**src/rtl/seg_pkg.sv**
```systemverilog
// Shared constants, glyph table and BCD helpers for the multiplexed 7-segment display driver.
// Latency: none (package only).
// Backpressure: none (package only).
package seg_pkg;

   localparam int          DIGITS      = 6;
   localparam int          BCD_W       = 24;
   localparam int          BIN_W       = 20;
   localparam logic [19:0] SAT_MAX     = 20'd999_999;

   // Active-low glyphs, bit order {dp,g,f,e,d,c,b,a}; dp is off in every constant.
   localparam logic [7:0]  GLYPH_0     = 8'hC0;
   localparam logic [7:0]  GLYPH_1     = 8'hF9;
   localparam logic [7:0]  GLYPH_2     = 8'hA4;
   localparam logic [7:0]  GLYPH_3     = 8'hB0;
   localparam logic [7:0]  GLYPH_4     = 8'h99;
   localparam logic [7:0]  GLYPH_5     = 8'h92;
   localparam logic [7:0]  GLYPH_6     = 8'h82;
   localparam logic [7:0]  GLYPH_7     = 8'hF8;
   localparam logic [7:0]  GLYPH_8     = 8'h80;
   localparam logic [7:0]  GLYPH_9     = 8'h90;
   localparam logic [7:0]  GLYPH_BLANK = 8'hFF;
   localparam logic [7:0]  GLYPH_MINUS = 8'hBF;

   typedef enum logic {
      CONV_IDLE  = 1'b0,
      CONV_SHIFT = 1'b1
   } conv_state_t;

   // Maps one BCD digit to its active-low glyph; non-decimal codes go dark.
   function automatic logic [7:0] glyph(input logic [3:0] d);
      logic [7:0] g;
      case (d)
         4'd0:    g = GLYPH_0;
         4'd1:    g = GLYPH_1;
         4'd2:    g = GLYPH_2;
         4'd3:    g = GLYPH_3;
         4'd4:    g = GLYPH_4;
         4'd5:    g = GLYPH_5;
         4'd6:    g = GLYPH_6;
         4'd7:    g = GLYPH_7;
         4'd8:    g = GLYPH_8;
         4'd9:    g = GLYPH_9;
         default: g = GLYPH_BLANK;
      endcase
      return g;
   endfunction

   // Double-dabble correction: every BCD nibble >= 5 gets +3 before the next left shift.
   function automatic logic [23:0] bcd_add3(input logic [23:0] v);
      logic [23:0] r;
      r = v;
      for (int i = 0; i < DIGITS; i++) begin
         if (r[4*i +: 4] >= 4'd5) begin
            r[4*i +: 4] = r[4*i +: 4] + 4'd3;
         end
      end
      return r;
   endfunction

endpackage

```
**src/rtl/bin_to_bcd.sv**
```systemverilog
// Sequential double-dabble converter, 20-bit binary to 6 BCD digits.
// Latency: 21 clks from start (1 load + 20 shift/add-3), then a 1-clk done pulse with bcd valid.
// Backpressure: start is ignored while busy; bcd holds until the next conversion starts.
module bin_to_bcd
   import seg_pkg::*;
(
   input  logic        sys_clk,
   input  logic        sys_rst_n,
   input  logic        start,
   input  logic [19:0] bin,
   output logic        busy,
   output logic        done,
   output logic [23:0] bcd
);

   conv_state_t              state_q, state_d;
   logic [BIN_W-1:0]         bin_q, bin_d;
   logic [BCD_W-1:0]         bcd_q, bcd_d;
   logic [4:0]               shift_cnt_q, shift_cnt_d;
   logic                     done_q, done_d;
   logic [BCD_W+BIN_W-1:0]   shift_v;

   // Next-state: load on start, then 20 adjust-and-shift steps, pulsing done on the last one.
   always_comb begin
      state_d     = state_q;
      bin_d       = bin_q;
      bcd_d       = bcd_q;
      shift_cnt_d = shift_cnt_q;
      done_d      = 1'b0;
      shift_v     = {bcd_add3(bcd_q), bin_q};
      case (state_q)
         CONV_IDLE: begin
            if (start) begin
               state_d     = CONV_SHIFT;
               bin_d       = bin;
               bcd_d       = '0;
               shift_cnt_d = 5'(BIN_W);
            end
         end
         CONV_SHIFT: begin
            {bcd_d, bin_d} = {shift_v[BCD_W+BIN_W-2:0], 1'b0};
            shift_cnt_d    = shift_cnt_q - 5'd1;
            if (shift_cnt_q == 5'd1) begin
               state_d = CONV_IDLE;
               done_d  = 1'b1;
            end
         end
         default: state_d = CONV_IDLE;
      endcase
   end

   // State registers; reset aborts any conversion in flight.
   always_ff @(posedge sys_clk or negedge sys_rst_n) begin
      if (!sys_rst_n) begin
         state_q     <= CONV_IDLE;
         bin_q       <= '0;
         bcd_q       <= '0;
         shift_cnt_q <= '0;
         done_q      <= 1'b0;
      end else begin
         state_q     <= state_d;
         bin_q       <= bin_d;
         bcd_q       <= bcd_d;
         shift_cnt_q <= shift_cnt_d;
         done_q      <= done_d;
      end
   end

   assign busy = (state_q == CONV_SHIFT);
   assign done = done_q;
   assign bcd  = bcd_q;

endmodule

```
**src/rtl/seg_dynamic_scan.sv**
```systemverilog
// Six-digit common-anode 7-segment scan driver with decimal conversion, blanking, dp and minus sign.
// Latency: sel/seg registered 1 clk after idx; new data shows from the frame after the idx=5 sample.
// Backpressure: none; seg_en=0 darkens the display and keeps bcd_disp tracking data continuously.
module seg_dynamic_scan
   import seg_pkg::*;
#(
   parameter int CNT_MAX = 49_999
) (
   input  logic        sys_clk,
   input  logic        sys_rst_n,
   input  logic [19:0] data,
   input  logic [5:0]  point,
   input  logic        sign,
   input  logic        seg_en,
   output logic [5:0]  sel,
   output logic [7:0]  seg
);

   localparam int            CW       = $clog2(CNT_MAX + 1);
   localparam logic [CW-1:0] CNT_LAST = CW'(CNT_MAX);

   logic [CW-1:0]    cnt_q, cnt_d;
   logic [2:0]       idx_q, idx_d;
   logic [BCD_W-1:0] bcd_next_q, bcd_next_d;
   logic [BCD_W-1:0] bcd_disp_q, bcd_disp_d;
   logic [5:0]       sel_q, sel_d;
   logic [7:0]       seg_q, seg_d;

   logic             conv_start;
   logic             conv_busy;
   logic             conv_done;
   logic [BCD_W-1:0] conv_bcd;
   logic [BIN_W-1:0] sat_bin;
   logic             frame_wrap;
   logic [2:0]       top_nz;
   logic [2:0]       top_pt;
   logic [2:0]       top;
   logic [7:0]       dig_glyph;

   assign sat_bin    = (data > SAT_MAX) ? SAT_MAX : data;
   assign frame_wrap = (cnt_q == CNT_LAST) && (idx_q == 3'd5);

   // While scanning, sample once per frame at the start of digit 5; while dark, convert back-to-back.
   assign conv_start = seg_en ? ((idx_q == 3'd5) && (cnt_q == '0)) : !conv_busy;

   bin_to_bcd u_bin_to_bcd (
      .sys_clk   (sys_clk),
      .sys_rst_n (sys_rst_n),
      .start     (conv_start),
      .bin       (sat_bin),
      .busy      (conv_busy),
      .done      (conv_done),
      .bcd       (conv_bcd)
   );

   // Dwell counter and digit index; both parked at 0 while the display is dark.
   always_comb begin
      cnt_d = cnt_q;
      idx_d = idx_q;
      if (!seg_en) begin
         cnt_d = '0;
         idx_d = 3'd0;
      end else if (cnt_q == CNT_LAST) begin
         cnt_d = '0;
         idx_d = (idx_q == 3'd5) ? 3'd0 : idx_q + 3'd1;
      end else begin
         cnt_d = cnt_q + CW'(1);
      end
   end

   // Double buffer: done fills bcd_next; bcd_disp swaps only on frame wrap so a frame is never torn.
   always_comb begin
      bcd_next_d = conv_done ? conv_bcd : bcd_next_q;
      bcd_disp_d = bcd_disp_q;
      if (!seg_en) begin
         if (conv_done) begin
            bcd_disp_d = conv_bcd;
         end
      end else if (frame_wrap) begin
         bcd_disp_d = bcd_next_q;
      end
   end

   // Significance: highest nonzero digit or highest requested dp, whichever is further left.
   always_comb begin
      top_nz = 3'd0;
      top_pt = 3'd0;
      for (int i = 1; i < DIGITS; i++) begin
         if (bcd_disp_q[4*i +: 4] != 4'd0) begin
            top_nz = 3'(i);
         end
         if (point[i]) begin
            top_pt = 3'(i);
         end
      end
      top = (top_pt > top_nz) ? top_pt : top_nz;
   end

   // Output decode for the digit under idx: shown digit, minus sign just left of top, or blank.
   always_comb begin
      dig_glyph = glyph(bcd_disp_q[4*idx_q +: 4]);
      sel_d     = 6'b000000;
      seg_d     = GLYPH_BLANK;
      if (seg_en) begin
         sel_d = 6'b000001 << idx_q;
         if (idx_q <= top) begin
            seg_d = {~point[idx_q], dig_glyph[6:0]};
         end else if (sign && (top < 3'd5) && (idx_q == top + 3'd1)) begin
            seg_d = GLYPH_MINUS;
         end
      end
   end

   // All scan state and output registers.
   always_ff @(posedge sys_clk or negedge sys_rst_n) begin
      if (!sys_rst_n) begin
         cnt_q      <= '0;
         idx_q      <= 3'd0;
         bcd_next_q <= '0;
         bcd_disp_q <= '0;
         sel_q      <= 6'b000000;
         seg_q      <= GLYPH_BLANK;
      end else begin
         cnt_q      <= cnt_d;
         idx_q      <= idx_d;
         bcd_next_q <= bcd_next_d;
         bcd_disp_q <= bcd_disp_d;
         sel_q      <= sel_d;
         seg_q      <= seg_d;
      end
   end

   assign sel = sel_q;
   assign seg = seg_q;

endmodule
```
**config.mk**
```make
export PLATFORM = sky130hd
export DESIGN_NAME = seg_dynamic_scan
export DESIGN_NICKNAME = d
export VERILOG_FILES = /design/src/rtl/seg_pkg.sv /design/src/rtl/bin_to_bcd.sv /design/src/rtl/seg_dynamic_scan.sv
export SDC_FILE = /design/constraint.sdc
export NUM_CORES = 1
export LEC_CHECK = 0
export BUFFER_PORTS_ARGS = -buffer_cell sky130_fd_sc_hd__clkbuf_2
export CORE_UTILIZATION = 50
export DETAILED_ROUTE_END_ITERATION = 8
export PLACE_DENSITY = 0.68
export SETUP_SLACK_MARGIN = 0.3
export SLEW_MARGIN = 20
export SYNTH_ARGS = -nofsm -noshare
export SYNTH_HDL_FRONTEND = slang
export SYNTH_SLANG_ARGS = --single-unit
```
**constraint.sdc**
```tcl
create_clock -name sys_clk -period 9.4 [get_ports sys_clk]
set_input_delay 0.94 -clock sys_clk [delete_from_list [all_inputs] [get_ports sys_clk]]
set_output_delay 0.94 -clock sys_clk [all_outputs]
set_load 0.02 [all_outputs]
```
# ---- Word level (Yosys, flattened, before mapping)
# Memory sizes are Yosys's and may differ from the RTL's.
# Index checks and enable logic that the tools add are counted.
dict set report classes {
  addsub 10
  order_cmp 11
  eq_ne 7
  n_shift 2
  muxes 44
  bitwise_logic 2
  reduce_logical 13
}
# cell n
set ops {}
lappend ops {{$mux 24} 4}
lappend ops {{$pmux 24 s2} 1}
lappend ops {{$mux 20} 2}
lappend ops {{$pmux 20 s2} 1}
lappend ops {{$mux 3} 13}
lappend ops {{$mux 16} 2}
lappend ops {{$ge 4x3->1 const B} 6}
lappend ops {{$shiftx 24x6->4} 1}
lappend ops {{$add 4x2->4 const B} 5}
lappend ops {{$gt 20x20->1 const B} 1}
lappend ops {{$mux 4} 5}
lappend ops {{$reduce_bool 4->1} 5}
lappend ops {{$add 16x1->16 const B} 1}
lappend ops {{$eq 16x16->1 const B} 1}
lappend ops {{$logic_not 16->1} 1}
lappend ops {{$mux 8} 2}
lappend ops {{$pmux 5 s2} 1}
lappend ops {{$mux 1} 8}
lappend ops {{$mux 7} 1}
lappend ops {{$add 3x1->3 const B} 2}
lappend ops {{$mux 6} 1}
lappend ops {{$shl 1x3->6 const A} 1}
lappend ops {{$eq 5x1->1 const B} 1}
lappend ops {{$mux 5} 1}
lappend ops {{17 further kinds} 22}
dict set report totals {
  register_bits 132
  romBits 112
  input_bits 30
  out_inout_bits 14
  wordCells 101
  n_memories 1
}
# memory depth word_bits rd rd_clocked_by_memory_dff write_ports line_no
set mem_list {}
lappend mem_list {{(name not given)} 16 7 1 0 0 seg_pkg.sv:33} ;# case (d)

# ---- Logic depth before layout (Yosys ltp)
# Gate-level depths: netlist of the first run.
dict set report logic_depth {
  word_depth 14
  ltp_mapped 20
  depth_no_buf 19
}

# ---- Cells and area by module
# From an unflattened synthesis of the first run, not the netlist that was laid out.
dict set report unflattened {
  hier_cells 680
  hier_area_um2 7375.8
}
# module instances cells_per_inst area_per_inst_um2 seq_area_each_um2
set modules_own_cells {}
lappend modules_own_cells {seg_dynamic_scan 1 390 4495.6 2037.0}
lappend modules_own_cells {bin_to_bcd 1 290 2880.3 1276.2}

# ---- Least setup slack after synthesis of the first run
# Ideal clock, no wire load.
dict set report synth_path {
  kind {in2reg}
  startpoint {in point[3]}
  endpoint {reg seg_q[6], in the netlist seg[6]}
  setup_time_ps 82
  arrival_ps 3683
  t_required_ps 9318
  slack_ps 5636
  cell_stages 17
  path_buffers 1
  path_cell_list {o21ai_0 -> inv_1 -> ha_1 -> nor2b_1 -> o21a_1 -> nor2_1 -> a31oi_1 -> mux2i_1 -> inv_1 -> ha_1 -> nor2b_1 -> o21a_1 -> o21ai_0 -> and2_1 -> clkbuf_1 -> a211oi_1 -> o31a_1}
}
dict set report synth_via {
  elab_chain_len 11
  word_cells_on_any_way 14
  cone_classes {add/sub (1); order compare (3); eq/ne (1); mux (7); reduce/logical (2)}
}
# item line_no
set synth_lines {}
lappend synth_lines {{from (decl)} seg_dynamic_scan.sv:12} ;# input logic [5:0] point,
lappend synth_lines {{$mux 3 * (3 in a row)} seg_dynamic_scan.sv:92} ;# if (point[i]) begin
lappend synth_lines {{$gt 3x3->1} seg_dynamic_scan.sv:96} ;# top = (top_pt > top_nz) ? top_pt : top_nz;
lappend synth_lines {{$mux 3 *} seg_dynamic_scan.sv:96}
lappend synth_lines {{$add 3x1->3 / $lt 3x3->1 (equally long branches)} seg_dynamic_scan.sv:108} ;# end else if (sign && (top < 3'd5) && (idx_q == top + 3'd1)) begin
lappend synth_lines {{$eq 3x3->1 / $logic_and 1x1->1 (equally long branches)} seg_dynamic_scan.sv:108}
lappend synth_lines {{$logic_and 1x1->1} seg_dynamic_scan.sv:108}
lappend synth_lines {{$mux 7} seg_dynamic_scan.sv:108}
lappend synth_lines {{$mux 8 *} seg_dynamic_scan.sv:106} ;# if (idx_q <= top) begin
lappend synth_lines {{$mux 8 *} seg_dynamic_scan.sv:104} ;# if (seg_en) begin
lappend synth_lines {{named net seg_d[6]} seg_dynamic_scan.sv:27} ;# logic [7:0] seg_q, seg_d;
lappend synth_lines {{to (signal assigned)} seg_dynamic_scan.sv:129} ;# seg_q <= seg_d;
lappend synth_lines {{to (decl)} seg_dynamic_scan.sv:27}
# Mark *: on every way through the listed nets, which the timed path passes. The rest lies on a longest branch.
# A chain may end at the register's enable or synchronous reset.

# ---- Worst setup path in the final report of the first run
dict set report layout_path {
  startpoint {reg bcd_disp_q[5]}
  endpoint {reg seg_q[6], in the netlist seg[6]}
}
dict set report layout_via {
  elab_chain_len 14
  word_cells_on_any_way 19
  cone_classes {add/sub (1); order compare (3); eq/ne (1); shift (1); mux (9); reduce/logical (3); memory (1)}
}
# item line_no
set layout_lines {}
lappend layout_lines {{from (decl)} seg_dynamic_scan.sv:25} ;# logic [BCD_W-1:0] bcd_disp_q, bcd_disp_d;
lappend layout_lines {{from (signal assigned)} seg_dynamic_scan.sv:127} ;# bcd_disp_q <= bcd_disp_d;
lappend layout_lines {{$reduce_bool 4->1} seg_dynamic_scan.sv:89} ;# if (bcd_disp_q[4*i +: 4] != 4'd0) begin
lappend layout_lines {{$mux 1} seg_dynamic_scan.sv:89}
lappend layout_lines {{$mux 3 (4 in a row)} seg_dynamic_scan.sv:89}
lappend layout_lines {{$gt 3x3->1} seg_dynamic_scan.sv:96}
lappend layout_lines {{$mux 3} seg_dynamic_scan.sv:96}
lappend layout_lines {{$add 3x1->3 / $lt 3x3->1 (equally long branches)} seg_dynamic_scan.sv:108}
lappend layout_lines {{$eq 3x3->1 / $logic_and 1x1->1 (equally long branches)} seg_dynamic_scan.sv:108}
lappend layout_lines {{$logic_and 1x1->1} seg_dynamic_scan.sv:108}
lappend layout_lines {{$mux 7} seg_dynamic_scan.sv:108}
lappend layout_lines {{$mux 8 *} seg_dynamic_scan.sv:106}
lappend layout_lines {{$mux 8 *} seg_dynamic_scan.sv:104}
lappend layout_lines {{named net seg_d[6]} seg_dynamic_scan.sv:27}
# Marked as above.

==> summary.txt, run 1 <==
Critical path
  • CP Data Arrival Time: 4.59 ns
  • Crit Path Max Fanout: 8
  • Setup CP Type: flip-flop to flip-flop
  • Worst R2R Setup Slack: 5.15 ns
  • CP startpoint kind: flip-flop
  • Reg2reg end: seg[6]
  • CP Capture Type: flip-flop
  • Worst Reg2Reg Path Length in Cells: 18
  • CP required: 9.74 ns
  • FF-to-FF Start: bcd_disp_q[5]

Cells and area
  • Nets: 787
  • Most frequent cells in the layout: 123 x dfrtp_1, 72 x nand2_1, 67 x nor2_1
  • Most common cell after layout, fill and taps aside: dfrtp_1
  • P&R area growth vs syn: 14.2%
  • Antenna fix cells: 0
  • Util after Layout: 0.593
  • Layout cells sized above 1: 0.175
  • Multi-input logic area: 0.00336 sq mm
  • Layout Cells excl Fill: 917
  • Reg area: 0.00331 sq mm
  • Fillers: 1,144

Synth
  • Post-Syn Nets: 754
  • Register bit total from synthesis: 132
  • Sequential area share after synthesis: 0.476
  • Mapped Cells: 695
  • Async SR Flop Fraction: 1.00
  • EDFF count, synth: 0
  • Mean post-synth cell area: 10.0 sq um
  • Library cells used by synthesis: 55
  • Mapped Area: 0.00696 sq mm
  • Synth Flop Type: dfrtp_1
  • Warnings from Yosys: 0

Placed design
  • I/O Buffers: 43
  • Pre-CTS setup slack: 5.06 ns
  • Placed wire-length estimate: 9050 microns
  • Placed Instances: 885
  • GPL Wtd Cong: 0.848

Pwr
  • Sequential Power Share: 0.393
  • Switching power: 847 uW
  • Power per cell area: 312 mW/mm^2
  • Clock power frac: 0.292
  • Sw frac: 0.342
  • Internal: 1630 uW
  • Combinational share of power: 0.315
  • Leakage Power: 0.00368 uW
  • Worst VDD drop: 0.160 mV

STA
  • Hold_ws: 0.483 ns
  • Unrepaired setup endpoints after global routing: no
  • Final setup viols: 0
  • Final min period: 4.25 ns
  • Final Hold Fails: 0
  • Pins Over Slew Limit: 0
  • Worst slew pin tran: 1.07 ns
  • Final WS setup: 5.15 ns
  • Final period utilization: 0.452
  • Max Fclk: 0.235 GHz
  • Slew HR: 0.288
  • Sum of negative setup slack: 0 ns
  • Clock Skews: 0.00638 ns

Floorplanning
  • Core Rows: 42
  • Initial Util: 0.519
  • Core Area: 0.0134 sq mm
  • Die H: 120 microns
  • Die Width: 120 microns
  • Die area: 0.0144 sq mm
  • Io pins: 44

Clocking
  • Hold Buf Count CTS: 0
  • CTS max path bufs: 2
  • Postcts setup bufs: 0
  • Clk_lat worst skew: 0.41 ns
  • H-tree depth: 4
  • Clk sinks: 132
  • CTS root buffer: clkbuf_16
  • CTS clock-pin slew for the worst setup and hold paths: 0.06 ns
  • Total CTS buffers: 17
  • CTS tree: yes
  • PostCTS Resize Cnt: 0

Hold path
  • Hold Path Sink: u_bin_to_bcd.bcd[0]
  • Worst min path class: flip-flop to flip-flop
  • Worst Hold Path Cells: 2
  • Worst hold start: u_bin_to_bcd.bin_q[19]

Drt
  • DRT Pass-1 Iters: 4
  • Wire per inst: 14.8 microns
  • Number of DRC markers in iteration 0: 360
  • DRT antenna net count: 0
  • Vias: 5,052
  • Aggregate routed wire length: 13,500 microns
  • Remaining DRCs: 0
  • Vias per cell: 5.51

Global route
  • Largest net degree at the start of global routing: 81
  • First-pass GRT wire length: 23,400 microns
  • Antenna violations before repair: 0
  • GR Overflow Total: 0
  • GRT Total Usage: 0.205
  • Vias in the first global route: 5,070

Flow run
  • MaxCap Viol Count: 0

Run status
  • Status: finished, final reports clean
==> registers in the layout, indices dropped and copies added (netlist names) <==
name	count
seg	8
bcd_disp_q	24
idx_q	3
u_bin_to_bcd.bin_q	20
bcd_next_q	24
u_bin_to_bcd.busy	1
u_bin_to_bcd.done	1
cnt_q	16
sel	6
u_bin_to_bcd.shift_cnt_q	5
u_bin_to_bcd.bcd	24
==> final cells by class <==
class	count	area share
Multi-Input combinational cell	492	0.423
Tap cell	176	0.0277
Inverter	36	0.0170
Sequential cell	132	0.417
Clock buffer	17	0.0536
Clock inverter	15	0.0287
Timing Repair Buffer	49	0.0331
==> power by group through the flow <==
stage,logic (uW),registers [uW],clock network (uW)
after global placement,738,966,0
final,780,972,723
after floorplan,611,945,0
after detailed placement,783,981,0
after CTS,789,973,736
after global routing,899,1010,760
==> worst max path at each step <==
| stage | startpoint | end | slack, ns |
|---|---|---|---|
| detailed placement | point[3] | seg[6] | 5.06 |
| finish | bcd_disp_q[5] | seg[6] | 5.15 |
| floorplan | point[3] | seg[6] | 5.64 |
| global placement | point[3] | seg[6] | 5.40 |
| global route | bcd_disp_q[12] | seg[6] | 4.85 |
| CTS | bcd_disp_q[5] | seg[6] | 5.22 |
==> metrics by stage <==
step                      instance area (sq um)  power, uW
after global routing                       7940       2670
after CTS                                  7940       2500
after global placement                     7290       1700
after detailed placement                   7290       1760
final                                      7940       2470
after floorplan                            6960       1560
==> cell usage after synthesis (4+ instances only) <==
master / count / area, sq um
a211oi_1: 4 / 30.0
a21oi_1: 55 / 275
a221oi_2: 4 / 60.1
and3_1: 10 / 62.6
buf_1: 4 / 15.0
buf_2: 11 / 55.1
clkbuf_1: 17 / 63.8
dfrtp_1: 124 / 3100
dfstp_2: 8 / 210
ha_1: 29 / 363
inv_1: 36 / 135
mux2_2: 29 / 327
mux2i_1: 48 / 480
nand2_1: 72 / 270
nand2b_1: 11 / 68.8
nand3_1: 10 / 50.1
nor2_1: 67 / 251
nor3_1: 9 / 45.0
nor3b_1: 9 / 67.6
nor4_1: 6 / 37.5
o21ai_0: 40 / 200
o22ai_1: 7 / 43.8
o31ai_1: 15 / 113
or3_1: 5 / 31.3
xnor2_1: 16 / 140
xor2_1: 9 / 78.8
==> routing by layer <==
metal	vias to the layer above	part of all wire	global-route usage
li1	2492	-	-
met1	2438	0.46	0.256
met2	105	0.49	0.342
met3	17	0.037	0.0504
met4	0	0.011	0.0773
met5	-	0	0
==> cells by family after synthesis <==
logic type / after synthesis / synth area share
flip-flops: 132 / 0.476
AO/OA/AOI/OAI: 145 / 0.130
AND/OR/NAND/NOR: 214 / 0.144
adder cells (fa/ha/maj): 29 / 0.0522
XOR/XNOR: 25 / 0.0315
multiplexers: 79 / 0.122
buffers and inverters: 71 / 0.0430
==> critical path, stage by stage, from the launching register on <==
cell and delay (ns):
dfrtp_1 0.40, o41ai_1 0.38, nand2_1 0.09, a21boi_0 0.37, inv_1 0.09, ha_1 0.20, nor2b_1 0.13, o21a_1 0.17
nor2_1 0.05, a31oi_1 0.28, mux2i_1 0.36, inv_1 0.09, ha_1 0.29, nor2b_1 0.13, o21a_1 0.16, o21ai_0 0.36
and2_1 0.34, a211oi_1 0.15, o31a_1 0.13
No activity file was read; power rests on OpenSTA's default activity.
==> run 2, diff against run 1 <==
PLACE_DENSITY = 0.7   (was 0.68)
clock period = 3.5 ns   (was 9.4 ns; I/O delays follow)
==> run 2 against run 1 <==
The flow now finishes with violations (negative setup slack). Hold slack worse by 0.47 ns. Sequential power grew to 2.7 times the previous value. Clock power is 140% higher. Total power grew to 2.7 times the previous value. Combinational power grew to 3.0 times the previous value. Sequential share of layout area is 1.5 points lower. Die area stayed put. Critical endpoint unchanged. Largest cell class unchanged.
==> summary.txt, run 2 (same netlist as run 1, synthesis figures left out) <==
Run status
  • Status: complete, but fails checks
  • Failing checks: negative setup slack

Floorplanning
  • Core Rows: 42
  • Initial Util: 0.519
  • Die area: 0.0144 sq mm
  • Core Area: 0.0134 sq mm
  • Io pins: 44
  • Die Width: 120 microns
  • Die H: 120 microns

Pwr
  • Switching power: 2380 uW
  • Total chip power: 6760 uW
  • Combinational share of power: 0.343
  • Sw frac: 0.352
  • Sequential Power Share: 0.394
  • Internal: 4380 uW
  • Clock power frac: 0.263
  • Worst VDD drop: 0.443 mV
  • Leakage Power: 0.00381 uW
  • Power per cell area: 821 mW/mm^2

Cells and area
  • Most common cell after layout, fill and taps aside: dfrtp_1
  • P&R area growth vs syn: 18.4%
  • Nets: 811
  • Most frequent cells in the layout: 123 x dfrtp_1, 68 x nand2_1, 67 x nor2_1
  • Antenna fix cells: 0
  • Layout Cells excl Fill: 941
  • Layout cells sized above 1: 0.235

Critical path
  • Worst Reg2Reg Path Length in Cells: 17
  • CP Data Arrival Time: 3.91 ns
  • CP required: 3.84 ns
  • Crit Path Max Fanout: 3
  • CP startpoint kind: flip-flop
  • Worst R2R Setup Slack: -0.07 ns
  • FF-to-FF Start: bcd_disp_q[22]
  • Critical Path Source: bcd_disp_q[22]
  • CP Capture Type: flip-flop
  • Setup CP Type: flip-flop to flip-flop
  • Reg2reg end: seg[6]

Flow run
  • MaxCap Viol Count: 0

STA
  • Final WS setup: -0.0698 ns
  • Max Fclk: 0.280 GHz
  • Slew HR: 0.444
  • Final Hold Fails: 0
  • Pins Over Slew Limit: 0
  • Unrepaired setup endpoints after global routing: yes
  • Final min period: 3.57 ns
  • Final setup viols: 1
  • Clock Skews: 0.00668 ns
  • Worst slew pin tran: 0.834 ns
  • Final period utilization: 1.02

Placed design
  • Placed Instances: 894
  • Placed wire-length estimate: 9620 microns
  • I/O Buffers: 43
  • GPL Wtd Cong: 0.859

Global route
  • Largest net degree at the start of global routing: 67
  • Antenna violations before repair: 0
  • GR Overflow Total: 0
  • First-pass GRT wire length: 24,900 microns
  • GRT Total Usage: 0.218
  • Vias in the first global route: 5,313

Drt
  • Number of DRC markers in iteration 0: 369
  • DRT antenna net count: 0
  • Vias: 5,279
  • Vias per cell: 5.61
  • Wire per inst: 15.4 microns
  • DRT Pass-1 Iters: 5
  • Aggregate routed wire length: 14,500 microns
  • Remaining DRCs: 0

Clocking
  • Hold Buf Count CTS: 0
  • H-tree depth: 4
  • CTS tree: yes
  • CTS clock-pin slew for the worst setup and hold paths: 0.05 ns
  • Clk_lat worst skew: 0.42 ns
  • CTS max path bufs: 2
  • Total CTS buffers: 17
  • CTS root buffer: clkbuf_16
  • Clk sinks: 132

Hold path
  • Worst min path class: input pin to asynchronous set/reset pin
run 2: changes by cell type in the layout (fill, tap and decap cells not counted), sizes merged:
| cell | previous run | this run |
|---|---|---|
| bufinv | 5 | 2 |
| buf | 7 | 31 |
| clkbuf | 59 | 65 |
| inv | 39 | 36 |
run 2: power by group through the flow:
stage	Combinational (uW)	Clock [uW]	Sequential (uW)
after global placement	2020	0	2620
after global routing	2610	1880	2760
after CTS	2270	1800	2640
final	2320	1770	2660
after detailed placement	2130	0	2660
after floorplan	1650	0	2540
run 2: metrics by stage:
step | utilization | hold WS, ns | setup WS (ns) | TNS [ns] | cell area [sq um]
2_1_floorplan | - | 0.0544 | 0.231 | 0 | 6990
3_3_place_gp | 0.551 | 0.466 | 0.0556 | 0 | 7380
3_5_place_dp | 0.551 | 0.475 | -0.146 | -0.828 | 7380
4_1_cts | 0.608 | 0.0660 | 0.0214 | 0 | 8150
5_1_grt | 0.615 | 0.0964 | -0.202 | -1.27 | 8240
6_report | 0.615 | 0.00813 | -0.0698 | -0.0698 | 8240
run 2: final cells by class:
cell class / instances / area (sq um)
fill: 1097 / 5160
multi-input combinational: 492 / 3520
sequential: 132 / 3310
clock buffer: 23 / 498
timing repair buffer: 73 / 450
tap: 176 / 220
inverter: 36 / 135
clock inverter: 9 / 100
run 2: routing by layer:
layer  up-vias  GRT usage  wire [microns]
met4         0      0.106             385
met2       128      0.360            7070
met3        33     0.0399             514
met5         -          0               0
met1      2578      0.276            6510
li1       2540          -               -
run 2: how the worst max path moves through the flow:
| stage | slack [ns] | end | depth (start not counted) |
|---|---|---|---|
| after global routing | -0.20 | seg[6] | 17 |
| after detailed placement | -0.15 | seg[6] | 16 |
| final | -0.07 | seg[6] | 17 |
| after floorplan | 0.23 | seg[6] | 19 |
| after CTS | 0.02 | seg[6] | 18 |
| after global placement | 0.06 | seg[6] | 16 |
run 2: critical path, stage by stage (launching register included):
cell and delay [ns]:
dfrtp_1 0.41, nor4_2 0.34, nand2_1 0.14, inv_2 0.10, nand2_4 0.06, ha_4 0.27
nor2b_4 0.13, o21a_1 0.16, nor2_1 0.07, a31oi_2 0.21, buf_4 0.17, mux2i_4 0.24
ha_1 0.27, nand3b_1 0.19, or3_1 0.39, a211oi_2 0.18, a211oi_2 0.05, o31a_1 0.12
run 2: timing repair:
| item | CTS | global route |
|---|---|---|
| pin swaps | 7 | 6 |
| buffers inserted | 11 | 4 |
| setup endpoints to repair | 8 | 8 |
| gates resized for setup | 25 | 8 |
